$ cat src/rtl/lc3b_types.sv
// Shared LC-3b memory-hierarchy types: word/cacheline, L2 arbiter state and op encodings.
package lc3b_types;

  typedef logic [15:0]  lc3b_word;
  typedef logic [127:0] lc3b_cacheline;

  typedef enum logic [1:0] {
    IDLE    = 2'd0,
    SERVE_I = 2'd1,
    SERVE_D = 2'd2,
    TURN    = 2'd3
  } lc3b_arb_state;

  typedef struct packed {
    logic read;
    logic write;
  } l2_op_t;

  // Width of a saturating counter that must reach 'limit'; never narrower than 1 bit.
  function automatic int unsigned starve_width(input int unsigned limit);
    return (limit == 0) ? 1 : $clog2(limit + 1);
  endfunction

endpackage

$ cat src/rtl/l2_arbiter_if.sv
// Bundle of L1 miss ports and the unified L2 port seen by l2_arbiter.
interface l2_arbiter_if;
  import lc3b_types::*;

  logic          i_read;
  lc3b_word      i_address;
  logic          i_resp;
  lc3b_cacheline i_rdata;

  logic          d_read;
  logic          d_write;
  lc3b_word      d_address;
  lc3b_cacheline d_wdata;
  logic          d_resp;
  lc3b_cacheline d_rdata;

  logic          l2_read;
  logic          l2_write;
  lc3b_word      l2_address;
  lc3b_cacheline l2_wdata;
  logic          l2_resp;
  lc3b_cacheline l2_rdata;

  logic          arb_conflict_inc;

  modport slave (
    input  i_read, i_address, d_read, d_write, d_address, d_wdata, l2_resp, l2_rdata,
    output i_resp, i_rdata, d_resp, d_rdata, l2_read, l2_write, l2_address, l2_wdata,
           arb_conflict_inc
  );

  modport master (
    output i_read, i_address, d_read, d_write, d_address, d_wdata, l2_resp, l2_rdata,
    input  i_resp, i_rdata, d_resp, d_rdata, l2_read, l2_write, l2_address, l2_wdata,
           arb_conflict_inc
  );

endinterface

$ cat src/rtl/l2_arbiter_req_latch.sv
// Holds the granted request's address, write line and op for the whole L2 transaction.
module l2_arbiter_req_latch
  import lc3b_types::*;
(
  input  logic          clk,
  input  logic          rst_n,
  input  logic          load,
  input  lc3b_word      address_in,
  input  lc3b_cacheline wdata_in,
  input  l2_op_t        op_in,
  output lc3b_word      address,
  output lc3b_cacheline wdata,
  output l2_op_t        op
);

  always_ff @(posedge clk or negedge rst_n) begin
    if (!rst_n) begin
      address <= '0;
      wdata   <= '0;
      op      <= '0;
    end else if (load) begin
      address <= address_in;
      wdata   <= wdata_in;
      op      <= op_in;
    end
  end

endmodule

$ cat src/rtl/l2_arbiter.sv
// Arbitrates the unified L2 port between the I- and D-side L1 miss ports, one line at a time,
// with a saturating counter bounding how long a pending I request can be passed over.
module l2_arbiter
  import lc3b_types::*;
#(
  parameter int unsigned STARVE_LIMIT = 4
) (
  input logic      clk,
  input logic      rst_n,
  l2_arbiter_if.slave bus
);

  localparam int unsigned       CW    = starve_width(STARVE_LIMIT);
  localparam logic [CW-1:0]     LIMIT = CW'(STARVE_LIMIT);

  lc3b_arb_state state, state_next;
  logic [CW-1:0] starve_cnt;

  logic          pend_i, pend_d;
  logic          grant_i, grant_d, serving;
  l2_op_t        op_in, op_q;
  lc3b_word      addr_in, addr_q;
  lc3b_cacheline wdata_in, wdata_q;

  // I wins a conflict only once D has been preferred STARVE_LIMIT times in a row.
  always_comb begin
    pend_i  = bus.i_read;
    pend_d  = bus.d_read | bus.d_write;
    grant_i = (state == IDLE) && pend_i && (!pend_d || (starve_cnt == LIMIT));
    grant_d = (state == IDLE) && pend_d && !grant_i;
  end

  always_comb begin
    if (grant_i) begin
      addr_in  = bus.i_address;
      wdata_in = '0;
      op_in    = '{read: 1'b1, write: 1'b0};
    end else begin
      addr_in  = bus.d_address;
      wdata_in = bus.d_wdata;
      op_in    = '{read: bus.d_read & ~bus.d_write, write: bus.d_write};
    end
  end

  l2_arbiter_req_latch u_req_latch (
    .clk        (clk),
    .rst_n      (rst_n),
    .load       (grant_i | grant_d),
    .address_in (addr_in),
    .wdata_in   (wdata_in),
    .op_in      (op_in),
    .address    (addr_q),
    .wdata      (wdata_q),
    .op         (op_q)
  );

  always_comb begin
    state_next = state;
    case (state)
      IDLE: begin
        if (grant_i)      state_next = SERVE_I;
        else if (grant_d) state_next = SERVE_D;
      end
      SERVE_I, SERVE_D: if (bus.l2_resp) state_next = TURN;
      TURN:             state_next = IDLE;
      default:          state_next = IDLE;
    endcase
  end

  always_ff @(posedge clk or negedge rst_n) begin
    if (!rst_n) state <= IDLE;
    else        state <= state_next;
  end

  always_ff @(posedge clk or negedge rst_n) begin
    if (!rst_n)
      starve_cnt <= '0;
    else if (grant_i)
      starve_cnt <= '0;
    else if (grant_d && pend_i && (starve_cnt != LIMIT))
      starve_cnt <= starve_cnt + 1'b1;
  end

  always_comb begin
    serving              = (state == SERVE_I) || (state == SERVE_D);
    bus.l2_read          = serving & op_q.read;
    bus.l2_write         = serving & op_q.write;
    bus.l2_address       = addr_q;
    bus.l2_wdata         = wdata_q;
    bus.i_resp           = (state == SERVE_I) & bus.l2_resp;
    bus.d_resp           = (state == SERVE_D) & bus.l2_resp;
    bus.i_rdata          = bus.l2_rdata;
    bus.d_rdata          = bus.l2_rdata;
    // Gated by rst_n so the perf pulse is quiet while requests are held through reset.
    bus.arb_conflict_inc = rst_n & (state == IDLE) & pend_i & pend_d;
  end

  a_no_dual_dreq: assert property (@(posedge clk) disable iff (!rst_n) !(bus.d_read && bus.d_write));

endmodule

$ cat src/flat_wrapper.sv
// flat-port wrapper written by rule: the top's interface ports become plain ports
module l2_arbiter_flat import lc3b_types::*;
#(
  parameter int unsigned STARVE_LIMIT = 4
)
  (clk, rst_n, bus_i_read, bus_i_address, bus_d_read, bus_d_write, bus_d_address, bus_d_wdata, bus_l2_resp, bus_l2_rdata, bus_i_resp, bus_i_rdata, bus_d_resp, bus_d_rdata, bus_l2_read, bus_l2_write, bus_l2_address, bus_l2_wdata, bus_arb_conflict_inc);
  l2_arbiter_if bus_i ();
  input logic clk;
  input logic rst_n;
  input wire logic [$bits(bus_i.i_read)-1:0] bus_i_read;
  input wire logic [$bits(bus_i.i_address)-1:0] bus_i_address;
  input wire logic [$bits(bus_i.d_read)-1:0] bus_d_read;
  input wire logic [$bits(bus_i.d_write)-1:0] bus_d_write;
  input wire logic [$bits(bus_i.d_address)-1:0] bus_d_address;
  input wire logic [$bits(bus_i.d_wdata)-1:0] bus_d_wdata;
  input wire logic [$bits(bus_i.l2_resp)-1:0] bus_l2_resp;
  input wire logic [$bits(bus_i.l2_rdata)-1:0] bus_l2_rdata;
  output wire logic [$bits(bus_i.i_resp)-1:0] bus_i_resp;
  output wire logic [$bits(bus_i.i_rdata)-1:0] bus_i_rdata;
  output wire logic [$bits(bus_i.d_resp)-1:0] bus_d_resp;
  output wire logic [$bits(bus_i.d_rdata)-1:0] bus_d_rdata;
  output wire logic [$bits(bus_i.l2_read)-1:0] bus_l2_read;
  output wire logic [$bits(bus_i.l2_write)-1:0] bus_l2_write;
  output wire logic [$bits(bus_i.l2_address)-1:0] bus_l2_address;
  output wire logic [$bits(bus_i.l2_wdata)-1:0] bus_l2_wdata;
  output wire logic [$bits(bus_i.arb_conflict_inc)-1:0] bus_arb_conflict_inc;
  assign bus_i.i_read = bus_i_read;
  assign bus_i.i_address = bus_i_address;
  assign bus_i.d_read = bus_d_read;
  assign bus_i.d_write = bus_d_write;
  assign bus_i.d_address = bus_d_address;
  assign bus_i.d_wdata = bus_d_wdata;
  assign bus_i.l2_resp = bus_l2_resp;
  assign bus_i.l2_rdata = bus_l2_rdata;
  assign bus_i_resp = bus_i.i_resp;
  assign bus_i_rdata = bus_i.i_rdata;
  assign bus_d_resp = bus_i.d_resp;
  assign bus_d_rdata = bus_i.d_rdata;
  assign bus_l2_read = bus_i.l2_read;
  assign bus_l2_write = bus_i.l2_write;
  assign bus_l2_address = bus_i.l2_address;
  assign bus_l2_wdata = bus_i.l2_wdata;
  assign bus_arb_conflict_inc = bus_i.arb_conflict_inc;
  l2_arbiter #(.STARVE_LIMIT(STARVE_LIMIT)) u_core (.clk(clk), .rst_n(rst_n), .bus(bus_i));
endmodule
$ cat config.mk
export PLATFORM = sky130hd
export DESIGN_NAME = l2_arbiter_flat
export DESIGN_NICKNAME = d
export VERILOG_FILES = /design/src/rtl/lc3b_types.sv /design/src/rtl/l2_arbiter_if.sv /design/src/rtl/l2_arbiter_req_latch.sv /design/src/rtl/l2_arbiter.sv /design/src/flat_wrapper.sv
export SDC_FILE = /design/constraint.sdc
export NUM_CORES = 1
export LEC_CHECK = 0
export ABC_AREA = 1
export BUFFER_PORTS_ARGS = -buffer_cell sky130_fd_sc_hd__buf_2
export CAP_MARGIN = 20
export CORE_AREA = 3 3 272 274
export CTS_BUF_LIST = sky130_fd_sc_hd__clkbuf_8
export CTS_CLUSTER_SIZE = 10
export DETAILED_ROUTE_END_ITERATION = 12
export DIE_AREA = 0 0 275 277
export PLACE_DENSITY = 0.42
export SYNTH_ARGS = -nofsm -noshare
export SYNTH_HDL_FRONTEND = slang
export SYNTH_SLANG_ARGS = --single-unit
export TNS_END_PERCENT = 1
$ cat constraint.sdc
create_clock -name clk -period 1.3 [get_ports clk]
set_input_delay 0.065 -clock clk [delete_from_list [all_inputs] [get_ports clk]]
set_output_delay 0.065 -clock clk [all_outputs]
set_load 0.02 [all_outputs]
Word-level counts from Yosys, hierarchy flattened

Index checks and enable logic that the tools add are counted.

Word-level logic and storage cells: 48
RAM bits: 0
Input port bits: 294
Output and inout port bits: 405
Bits in read-only memories: 0
Register bits: 151
Memories: 0
Latch bits: 0

Div/mod/pow operators: 0
Multiply operators: 0
Reductions and logical operators: 14
Magnitude comparators: 0
Add/sub/neg operators: 1
Muxes and demuxes: 9
Bitwise operators: 11
Equality and inequality tests: 7
Shift operators: 0

Operators by type and width:

| operator                                              | number |
|---|---|
| two-way mux 128 bit                                   | 1 |
| two-way mux 16 bit                                    | 1 |
| bitwise AND 1 bit                                     | 8 |
| two-way mux 2 bit                                     | 4 |
| logical AND 1 bit                                     | 6 |
| two-way mux 3 bit                                     | 2 |
| case mux 2 bit (3 select lines)                       | 1 |
| == test 2 bit, second input constant                  | 2 |
| adder 3 x 1 -> 3 bit, second input constant           | 1 |
| == test 3 bit, second input constant                  | 1 |
| inequality test 3 x 1 -> 1 bit, second input constant | 1 |
| inequality test 3 bit, second input constant          | 1 |
| == test 2 x 1 -> 1 bit, second input constant         | 1 |
| logical NOT 1 bit                                     | 2 |
| logical NOT 2 bit                                     | 1 |
| logical OR 1 bit                                      | 2 |
| inequality test 2 bit, second input constant          | 1 |
| OR 1 bit                                              | 2 |
| AND reduction 2 bit                                   | 1 |
| nonzero test 2 bit                                    | 1 |
| OR reduction 2 bit                                    | 1 |
| inverter 1 bit                                        | 1 |

Longest topological paths before layout

Gate-level depths: netlist of run 1.

Depth in word-level cells: 10
Mapped depth: 9
Mapped depth without buffers: 9

Hierarchy

A second synthesis of run 1 with hierarchy kept.

Cell total of the unflattened synthesis: 1256
Area, all modules: 9251.4 um^2

Modules (own cells, without submodules):

| module               | cells an instance | sequential area each (um^2) | area each (um^2) | instances |
|---|---|---|---|---|
| l2_arbiter_req_latch | 617               | 3653.5                      | 5657.9           | 1 |
| l2_arbiter           | 639               | 125.1                       | 3593.4           | 1 |

Worst setup path before layout of run 1

OpenSTA, ideal clock, no wires.

Path kind: flip-flop to output port
Start: register u_core.state[0]
End: output port bus_arb_conflict_inc
Slack: -182 ps
Cell stages (with the launch flop): 7
Required time: 1235 ps
Path buffers: 2
Arrival time: 1417 ps
Cell sequence: dfrtp_1 > inv_1 > ha_1 > nand2_1 > clkbuf_1 > buf_2 > nor2_1

Cells in the longest elaborated chain, start to end: 4

RTL lines:

| element                         | line               | text |
|---|---|---|
| from (decl)                     | l2_arbiter.sv:16   | `lc3b_arb_state state, state_next;` |
| from (signal assigned)          | l2_arbiter.sv:72   | `else state <= state_next;` |
| logical NOT 2 bit               | l2_arbiter.sv:95   | `bus.arb_conflict_inc = rst_n & (state == IDLE) & pend_i & pend_d;` |
| bitwise AND 1 bit (3 in series) | l2_arbiter.sv:95   |  |
| to (decl)                       | flat_wrapper.sv:26 | `output wire logic [$bits(bus_i.arb_conflict_inc)-1:0] bus_arb_conflict_inc;` |

No other way between the ends.

Worst setup path after layout of run 1

Start: register u_core.state[1]
End: output port bus_arb_conflict_inc

Same word-level chain as after synthesis.

==> results.json, run 1 <==
{
  "status": "finished with violations",
  "violations": "negative setup slack",
  "placementRows": 98,
  "clock-sinks": 151,
  "die_height_um": 277,
  "crit_required_ns": 1.24,
  "synthMostInstantiatedCell": "nand3_1",
  "cpPeakStageDelay_ns": 0.40,
  "drc": 0,
  "cts_made_buffers": 17,
  "nNetsFinal": 1509,
  "startpoint_type": "flip-flop",
  "port_buffers": 314,
  "antenna_found_initial": 4,
  "synth_area_um2": 8590,
  "worst_slew_pin_slew_ns": 0.433,
  "vias": 7424,
  "gp_congestion": 0.743,
  "grt_max_degree": 70,
  "drive_above_1_share_pct": 34.1,
  "p_per_area_nw_per_um2": 2070,
  "cts_tree": "built",
  "ys.flop_type": "dfrtp_1",
  "dp_slack_ns": -0.321,
  "place_area_um2": 9590,
  "hold_viol_final": 0,
  "syn2layout_area_growth_pct": 38.1,
  "min_period_over_period_pct": 126,
  "clock_skew_ns": 0.0195,
  "setup_viol": 156,
  "drt_iter0_drc": 350,
  "first_global_vias": 7928,
  "core_um2": 71600,
  "grt_pass1_wl_um": 47500,
  "ys_top_cells_by_count": "nand3_1 (326), buf_4 (263), dfrtp_1 (151), nand2_1 (149), buf_2 (29)",
  "cp_cell_sequence": "inv_2 -> ha_4 -> nand2_8 -> buf_16 -> nor2_4 -> buf_6",
  "reg2reg_from": "u_core.state[1]$_DFFE_PN0P_",
  "fin_area_um2": 11900,
  "hold_ws_ns": 0.0964,
  "clockBufferDepth": 2,
  "arrival_ns": 1.57,
  "total_power_mw": 24.5,
  "fmaxAchievable_mhz": 610,
  "pwr-share-clk_pct": 15.7,
  "power_leakage_nw": 5.96,
  "ys_seq_elements": 151,
  "hpwl_um": 23200,
  "ys_top_cells_by_area": "dfrtp_1 (44%), buf_4 (23%), nand3_1 (19%)",
  "viasPerCell": 3.42,
  "layout_min_cycle_time_ns": 1.64,
  "end_kind": "primary output",
  "overflow": 0,
  "io-pin-count": 699,
  "synth-seq-area-share_pct": 44.0,
  "syn-num-nets": 1283,
  "n_antenna_cell": 0,
  "p_int_mw": 13.4,
  "p_seq_share_pct": 31.8,
  "dieArea_um2": 76200,
  "critPathTopFamily": "flip-flops",
  "rsz0062_at_grt": "true",
  "drt_pre_antenna_iters": 5,
  "cap_violations": 0,
  "p_comb_share_pct": 52.4,
  "postRouteAntennaNets": 0,
  "die_w_um": 275,
  "slowest_stage": "dfrtp_1",
  "synth_top_area_cell": "dfrtp_1",
  "initial_core_util_pct": 12.0,
  "fillers": 8041,
  "swShare_pct": 45.3,
  "critPathLaunch": "u_core.state[1]$_DFFE_PN0P_",
  "post_drt_wl_per_cell_um": 14.8,
  "clock_tree.root_cell": "clkbuf_8",
  "max-vdd-ir-drop_v": 0.000689,
  "synth_top_area_share_pct": 44.0,
  "synth_edf_count": 0,
  "hold_class": "primary input to asynchronous set/reset pin",
  "htreeDepth": 4,
  "clk_pin_slew_ns": 0.10,
  "slew_headroom_pct": 71.1,
  "ys_async_sr_fraction_pct": 100,
  "crit_type": "flip-flop to primary output",
  "slew_violations": 0,
  "postSynthCellCount": 983,
  "synth.distinct_cells": 20,
  "clock_latency_ns": 0.53,
  "yosys_warnings": 0,
  "avgSynthCellArea_um2": 8.73,
  "worst-path-buf-inv": 3,
  "cp_max_fo": 3,
  "p_switching_mw": 11.1,
  "grt_usage_pct": 8.31,
  "layout_setup_ws_ns": -0.339,
  "drt-total-wl_um": 32200
}
## cell type report
type	count	area (um2)	share of cell area, %
Clock buffer	17	234	1.97
Clock inverter	15	154	1.30
Inverter	16	65.1	0.549
Multi-Input combinational cell	494	2440	20.6
Sequential cell	151	3780	31.9
Tap cell	950	1190	10.0
Timing Repair Buffer	529	4000	33.7
## cells in the final DEF (no fill, tap or decap), types with 3 or more instances in the layout
master         instances
dfrtp_1              150
clkinvlp_4             5
inv_2                  7
buf_6                 15
buf_2                299
buf_12                19
inv_1                 10
nand3_2                3
dlygate4sd3_1        165
nand2_1              146
nor2_1                 3
buf_4                 26
clkbuf_8              18
inv_6                  5
nand2_2                3
nand3_1              323
ha_1                   4
## what timing repair did
action                                  in CTS  in global routing
gates cloned                                 1                  0
setup buffers                                4                  0
gates resized for setup                     42                  6
endpoints found under the setup margin     166                159
hold endpoints to repair                   299                  0
hold buffers                               165                  0
pin swaps                                    3                  4
## logic make-up (layout without fill, tap and decap cells)
kind of cell	after synthesis	in the layout	synth area share (%)
compound gates	3	3	0.175
buf+inv	338	577	28.5
flops	151	151	44.0
fa+ha+maj	6	6	0.874
simple gates	485	485	26.5
## metal layers
layer / up-vias / GRT usage, % / share of wire (%)
li1: 3425 / - / -
met1: 3471 / 8.77 / 38
met2: 412 / 12.7 / 45
met3: 112 / 4.45 / 12
met4: 4 / 5.58 / 5.6
met5: - / 0.321 / 0.084
## power by group through the flow
stage | Sequential [mW] | Combinational [mW] | Clock (mW)
after detailed placement | 7.84 | 12.2 | 0
after floorplan | 10.0 | 6.10 | 0
after global routing | 8.04 | 14.2 | 4.31
after CTS | 7.81 | 13.1 | 4.22
final | 7.80 | 12.8 | 3.86
after global placement | 7.81 | 12.1 | 0
## worst min-delay path, cell delays in order
cell	delay (ns)
dlygate4sd3_1	0.54
clkbuf_8	0.16
buf_12	0.27
## path summary, 6_finish.rpt
check                      depth (start not counted)  slack [ns]                                   endpoint
hold / removal                                     3         0.1  u_core.u_req_latch.wdata[124]$_DFFE_PN0P_
max in group asynchronous                          3        0.79   u_core.u_req_latch.wdata[55]$_DFFE_PN0P_
min in group clk                                   0        0.13                            bus_d_rdata[73]
hold reg to reg                                    2        0.51   u_core.u_req_latch.wdata[45]$_DFFE_PN0P_
setup reg to reg                                   9       -0.33   u_core.u_req_latch.wdata[32]$_DFFE_PN0P_
setup / recovery                                   6       -0.34                       bus_arb_conflict_inc
## sequential cells by signal, summed over array words and instances, names as in the netlist
signal	flops
u_core.u_req_latch.wdata	128
u_core.u_req_latch.address	16
u_core.starve_cnt	3
u_core.state	2
u_core.u_req_latch.op	2
## stage by stage
step                      utilization (%)  setup TNS [ns]  cells
after CTS                            16.5          -46.56   2172
final                                16.6          -40.23   2172
after detailed placement             13.4          -27.44   1970
after global placement               13.4          -24.72   1970
after global routing                 16.6          -56.06   2172
after floorplan                         -           -7.54    983
Note: power is estimated with default switching activity, not from simulation.
==> inputs of run 2 (changes only) <==
--- a/config.mk
+++ b/config.mk
@@ -5,15 +5,14 @@
 export SDC_FILE = /design/constraint.sdc
 export NUM_CORES = 1
 export LEC_CHECK = 0
-export ABC_AREA = 1
 export BUFFER_PORTS_ARGS = -buffer_cell sky130_fd_sc_hd__buf_2
 export CAP_MARGIN = 20
-export CORE_AREA = 3 3 272 274
+export CORE_AREA = 3 3 271 273
 export CTS_BUF_LIST = sky130_fd_sc_hd__clkbuf_8
 export CTS_CLUSTER_SIZE = 10
 export DETAILED_ROUTE_END_ITERATION = 12
-export DIE_AREA = 0 0 275 277
-export PLACE_DENSITY = 0.42
+export DIE_AREA = 0 0 274 276
+export PLACE_DENSITY = 0.4
 export SYNTH_ARGS = -nofsm -noshare
 export SYNTH_HDL_FRONTEND = slang
 export SYNTH_SLANG_ARGS = --single-unit
==> run 2 against run 1 <==
Effect of this change:
- the flow still finishes with violations (negative setup slack)
- synthesized area fell by 12%
- final cell count decreased by 14%
- die area down 0.72%
- worst setup slack got worse by 0.031 ns
- sequential power is 3.5% higher
- first-iteration DRC count shrank 29%
- clock-buffer cell count increased by 2
- critical path depth decreased by 1
- non-clock buffer count increased by 5
- power is 1.1% higher
- core utilization decreased by 0.82 points
- largest power group unchanged
==> results.json, run 2 <==
{
  "initial_core_util_pct": 10.6,
  "ys_seq_elements": 151,
  "layout_setup_ws_ns": -0.371,
  "max-vdd-ir-drop_v": 0.000863,
  "layout_common_cells": "buf_2 (297), dlygate4sd3_1 (166), dfrtp_1 (151)",
  "top_register": "u_core.u_req_latch.wdata",
  "final_common_cell": "buf_2",
  "cts_tree": "built",
  "min_period_over_period_pct": 129,
  "clock-sinks": 151,
  "clockBufferDepth": 2,
  "yosys_warnings": 0,
  "crit_required_ns": 1.24,
  "synth_top_area_share_pct": 49.8,
  "clk_pin_slew_ns": 0.10,
  "grt_pass1_wl_um": 40700,
  "clock_tree.root_cell": "clkbuf_8",
  "synth_area_um2": 7590,
  "dieArea_um2": 75600,
  "syn2layout_area_growth_pct": 47.9,
  "post-route-util_pct": 15.7,
  "hold_class": "primary input to primary output",
  "placementRows": 98,
  "nNetsFinal": 1205,
  "fmaxAchievable_mhz": 599,
  "drt-total-wl_um": 28600,
  "post_drt_wl_per_cell_um": 15.3,
  "die_w_um": 274,
  "worst_slew_pin_slew_ns": 0.545,
  "vias": 5823,
  "crit_type": "flip-flop to primary output",
  "drive_above_1_share_pct": 47.6,
  "largest_reg_flops": 128,
  "layout_min_cycle_time_ns": 1.67,
  "drc": 0,
  "status": "finished with violations",
  "end_kind": "primary output",
  "port_buffers": 314,
  "gp_congestion": 0.720,
  "setup_viol": 154,
  "syn-num-nets": 944,
  "antenna_found_initial": 7,
  "drt_iter0_drc": 248,
  "ys_top_cells_by_count": "buf_4 (257), dfrtp_1 (151), a22o_1 (128), buf_2 (18)",
  "rsz0062_at_grt": "true",
  "synth.distinct_cells": 31,
  "overflow": 0,
  "grt_usage_pct": 7.39,
  "die_height_um": 276,
  "postRouteAntennaNets": 0,
  "hpwl_um": 21200,
  "grt_max_degree": 84,
  "postSynthCellCount": 644,
  "synthMostInstantiatedCell": "buf_4",
  "cts_made_buffers": 17,
  "io-pin-count": 699,
  "ys_async_sr_fraction_pct": 100,
  "clock_latency_ns": 0.53,
  "synth_top_area_cell": "dfrtp_1",
  "hold_viol_final": 0,
  "clock_skew_ns": 0.0168,
  "cap_violations": 0,
  "avgSynthCellArea_um2": 11.8,
  "p_per_area_nw_per_um2": 2200,
  "ys_top_cells_by_area": "dfrtp_1 (50%), buf_4 (25%), a22o_1 (15%)",
  "core_um2": 71400,
  "slew_headroom_pct": 63.6,
  "viasPerCell": 3.11,
  "synth-seq-area-share_pct": 49.8,
  "drt_pre_antenna_iters": 4,
  "power_leakage_nw": 5.22,
  "startpoint_type": "flip-flop",
  "ys.flop_type": "dfrtp_1",
  "synth_edf_count": 0,
  "violations": "negative setup slack",
  "reg_top3": "u_core.u_req_latch.wdata: 128 flops, u_core.u_req_latch.address: 16 flops, u_core.starve_cnt: 3 flops",
  "cp_max_fo": 2,
  "arrival_ns": 1.61,
  "first_global_vias": 6394,
  "dp_slack_ns": -0.279,
  "slew_violations": 0,
  "htreeDepth": 4,
  "fillers": 7974
}
[run 2: cell types whose count changed in the layout (fill, tap and decap cells not counted), moves of 8 or more]
cell / previous run / this run
nand3_1: 323 / 1
inv_1: 10 / 2
nand2_1: 146 / 2
a221o_1: 0 / 16
a22o_1: 0 / 128
and3_4: 0 / 15
buf_6: 15 / 30
[run 2: logic make-up (layout without fill, tap and decap cells)]
| kind of cell | count (synthesis) | count (layout) | synth area share [%] |
|---|---|---|---|
| buf+inv | 298 | 572 | 28.4 |
| compound gates | 158 | 158 | 18.3 |
| flops | 151 | 151 | 49.8 |
| simple gates | 30 | 30 | 2.44 |
| fa+ha+maj | 6 | 6 | 0.988 |
| mux | 1 | 1 | 0.148 |
| other cells | 0 | 2 | 0 |
[run 2: power breakdown]
part	switching (mW)	leakage, nW	internal (mW)
registers	1.23	1.90	6.84
logic	6.71	3.12	5.96
clock network	2.18	0.203	1.85
[run 2: final timing paths]
path | startpoint | endpoint | slack, ns | cells past startpoint
worst max-delay path | u_core.state[1]$_DFFE_PN0P_ | bus_d_resp | -0.37 | 5
worst min-delay path | bus_l2_rdata[99] | bus_d_rdata[99] | 0.13 | 0
worst max register to register | u_core.state[1]$_DFFE_PN0P_ | u_core.state[1]$_DFFE_PN0P_ | -0.35 | 7
worst min register to register | u_core.u_req_latch.wdata[0]$_DFFE_PN0P_ | u_core.u_req_latch.wdata[0]$_DFFE_PN0P_ | 0.51 | 1
max in group asynchronous | rst_n | u_core.u_req_latch.wdata[56]$_DFFE_PN0P_ | 0.51 | 4
min in group asynchronous | rst_n | u_core.u_req_latch.wdata[37]$_DFFE_PN0P_ | 0.14 | 3
[run 2: metal layers]
metal  vias up  routed length [um]  GRT usage [%]
met5         -                 117          0.706
li1       2552                   -              -
met3       127                3580           4.33
met2       354               13500           11.9
met4        12                1420           4.94
met1      2778               10000           7.05
[run 2: area by class of cell]
class / instances / area (um2) / area share, %
clock buffer: 19 / 262 / 2.33
multi-input combinational: 195 / 1830 / 16.3
inverter: 6 / 22.5 / 0.200
timing repair buffer: 534 / 3990 / 35.5
tap: 950 / 1190 / 10.6
antenna: 2 / 5.00 / 0.0446
clock inverter: 13 / 155 / 1.38
sequential: 151 / 3780 / 33.6
[run 2: timing repair]
action                     4_1_cts  5_1_grt
buffers inserted                 1        2
setup endpoints to repair      168      156
hold endpoints to repair       301        0
pin swaps                       83       27
gates resized for setup         65       17
gates cloned                     0        0
hold buffers                   166        0
[run 2: metrics by stage]
stage / std cells / power [mW] / TNS, ns / area (um2) / hold slack, ns
after CTS: 1866 / 25.1 / -37.11 / 11100 / 0.0636
after global routing: 1869 / 26.5 / -46.86 / 11200 / 0.130
after floorplan: 644 / 15.8 / -19.68 / 7630 / -0.231
after detailed placement: 1667 / 19.7 / -35.52 / 8830 / 0.0607
final: 1870 / 24.8 / -35.59 / 11200 / 0.130
after global placement: 1667 / 19.6 / -35.31 / 8830 / 0.0625
[run 2: worst max-delay path, stage by stage (launching register included)]
cell     delay [ns]
dfrtp_1        0.41
buf_4          0.14
buf_4          0.13
ha_2           0.15
and2_4         0.13
buf_6          0.12
==> inputs of run 3 (changes only) <==
--- a/config.mk
+++ b/config.mk
@@ -13,6 +13,7 @@
 export DETAILED_ROUTE_END_ITERATION = 12
 export DIE_AREA = 0 0 274 276
 export PLACE_DENSITY = 0.4
+export SKIP_CTS_REPAIR_TIMING = 1
 export SYNTH_ARGS = -nofsm -noshare
 export SYNTH_HDL_FRONTEND = slang
 export SYNTH_SLANG_ARGS = --single-unit
==> run 3 against run 2 <==
Effect of this change:
- the run still ends with negative setup slack left
- register-to-register slack worse by 0.03 ns
- worst hold slack worse by 0.073 ns
- fmax down 1.5%
- clock skew up 0.0050 ns
- final cell count about the same
- routed wire length down 0.18%
- power down 1.2%
- sequential power down 0.5%
- die area unchanged
- via count up 0.64%
- non-clock buffer count down 1
- clock power about the same
- highest routed layer unchanged
==> results.json, run 3 (synthesis gave the netlist of run 2 again) <==
{
  "fmaxAchievable_mhz": 589,
  "crit_type": "flip-flop to primary output",
  "top_register": "u_core.u_req_latch.wdata",
  "drive_above_1_share_pct": 45.9,
  "p_per_area_nw_per_um2": 2210,
  "slew_violations": 0,
  "reg2reg_from": "u_core.state[1]$_DFFE_PN0P_",
  "layout_common_cells": "buf_2 (301), dlygate4sd3_1 (164), dfrtp_1 (151)",
  "hold_class": "primary input to flip-flop",
  "cts_made_buffers": 17,
  "hold_viol_final": 0,
  "grt_max_degree": 84,
  "worst-path-buf-inv": 3,
  "end_kind": "primary output",
  "critPathTopFamily": "flip-flops",
  "crit_top_cell": "buf_6",
  "p_int_mw": 14.4,
  "pwr-share-clk_pct": 16.5,
  "vias": 5860,
  "p_comb_share_pct": 50.7,
  "slew_headroom_pct": 64.4,
  "syn2layout_area_growth_pct": 45.6,
  "dieArea_um2": 75600,
  "worst_slew_pin_slew_ns": 0.534,
  "reg_top3": "u_core.u_req_latch.wdata: 128 flops, u_core.u_req_latch.address: 16 flops, u_core.starve_cnt: 3 flops",
  "startpoint_type": "flip-flop",
  "reg2reg_slack_ns": -0.38,
  "gp_congestion": 0.720,
  "ff2ff_path_depth": 8,
  "placementRows": 98,
  "core_um2": 71400,
  "nNetsFinal": 1204,
  "die_w_um": 274,
  "cp_cell_sequence": "inv_2 -> ha_4 -> buf_6 -> o2111a_1 -> buf_6",
  "drt_iter0_drc": 238,
  "cp.depth": 5,
  "setup_viol": 155,
  "dp_cells": 1667,
  "clock-sinks": 151,
  "cp-endpoint": "bus_arb_conflict_inc",
  "crit_required_ns": 1.24,
  "first_global_vias": 5581,
  "initial_core_util_pct": 10.6,
  "die_height_um": 276,
  "final_common_cell": "buf_2",
  "hpwl_um": 21200,
  "grt_pass1_wl_um": 38000,
  "r2r-end": "u_core.u_req_latch.wdata[26]$_DFFE_PN0P_",
  "post_drt_wl_per_cell_um": 15.3,
  "cts_tree": "built",
  "fin_area_um2": 11100,
  "min_delay_path_depth": 4,
  "regArea_um2": 3780,
  "clock_tree.root_cell": "clkbuf_8",
  "violations": "negative setup slack",
  "postRouteAntennaNets": 0,
  "port_buffers": 314,
  "clockBufferDepth": 2,
  "critPathLaunch": "u_core.state[1]$_DFFE_PN0P_",
  "io-pin-count": 699,
  "layout_min_cycle_time_ns": 1.70,
  "drt_pre_antenna_iters": 4,
  "viasPerCell": 3.14,
  "power_leakage_nw": 5.23,
  "place_area_um2": 8830,
  "max-vdd-ir-drop_v": 0.000806,
  "cpPeakStageDelay_ns": 0.41,
  "stdcell_count": 1869,
  "grt_usage_pct": 7.02,
  "antenna_found_initial": 6,
  "cap_violations": 0,
  "clk_pin_slew_ns": 0.11,
  "overflow": 0,
  "p_seq_share_pct": 32.8,
  "fillers": 7989,
  "p_switching_mw": 10.0,
  "largest_reg_flops": 128,
  "rsz0062_at_grt": "true",
  "swShare_pct": 41.0,
  "setup_tns_ns": -47.16,
  "clock_latency_ns": 0.54,
  "status": "finished with violations",
  "clock_skew_ns": 0.0219,
  "layout_setup_ws_ns": -0.397,
  "drt-total-wl_um": 28500,
  "arrival_ns": 1.63,
  "drc": 0,
  "htreeDepth": 4,
  "min_period_over_period_pct": 131,
  "slowest_stage": "dfrtp_1",
  "multi_input_area_um2": 1740,
  "cp_max_fo": 4
}
-- run 3: metal layers --
metal	part of all wire, %	GRT usage, %	wire, um
met2	47	10.9	13500
met1	35	6.65	10100
met3	12	4.62	3490
met4	4.9	4.86	1390
met5	0.37	0.706	106
-- run 3: layout make-up --
class                      instances  share of cell area [%]
inverter                           6                   0.204
antenna                            2                  0.0453
tap                              950                    10.7
sequential                       151                    34.2
clock buffer                      19                    2.36
timing repair buffer             533                    35.3
multi-input combinational        195                    15.7
clock inverter                    13                    1.40
-- run 3: metrics by stage --
stage          worst slack (ns)  util, %  total power [mW]  hold slack, ns
2_1_floorplan            -0.165        -              15.8          -0.231
3_3_place_gp             -0.269     12.4              19.6          0.0625
3_5_place_dp             -0.279     12.4              19.7          0.0607
4_1_cts                  -0.577     13.0              24.1          -0.620
5_1_grt                  -0.514     15.5              26.2          0.0345
6_report                 -0.397     15.5              24.5          0.0569
-- run 3: power groups by stage --
| stage | clock [mW] | combinational, mW | sequential [mW] |
|---|---|---|---|
| after floorplan | 0 | 5.39 | 10.4 |
| final | 4.04 | 12.4 | 8.03 |
| after CTS | 4.42 | 11.7 | 8.01 |
| after global routing | 4.51 | 13.4 | 8.29 |
| after global placement | 0 | 11.6 | 8.07 |
| after detailed placement | 0 | 11.7 | 8.07 |
-- run 3: how the worst min path moves through the flow --
stage,from,end,slack [ns]
after floorplan,rst_n,u_core.starve_cnt[0]$_DFFE_PN0P_,-0.23
after global placement,rst_n,u_core.u_req_latch.wdata[55]$_DFFE_PN0P_,0.06
after detailed placement,rst_n,u_core.u_req_latch.wdata[65]$_DFFE_PN0P_,0.06
after CTS,rst_n,u_core.u_req_latch.wdata[65]$_DFFE_PN0P_,-0.62
after global routing,bus_d_read,u_core.state[0]$_DFFE_PN0P_,0.03
final,bus_d_read,u_core.state[0]$_DFFE_PN0P_,0.06
-- run 3: tightest hold or removal path, cell delays in order --
cell       delay (ns)
buf_2            0.18
o2bb2ai_2        0.14
nand3_1          0.11
a2bb2oi_1        0.07
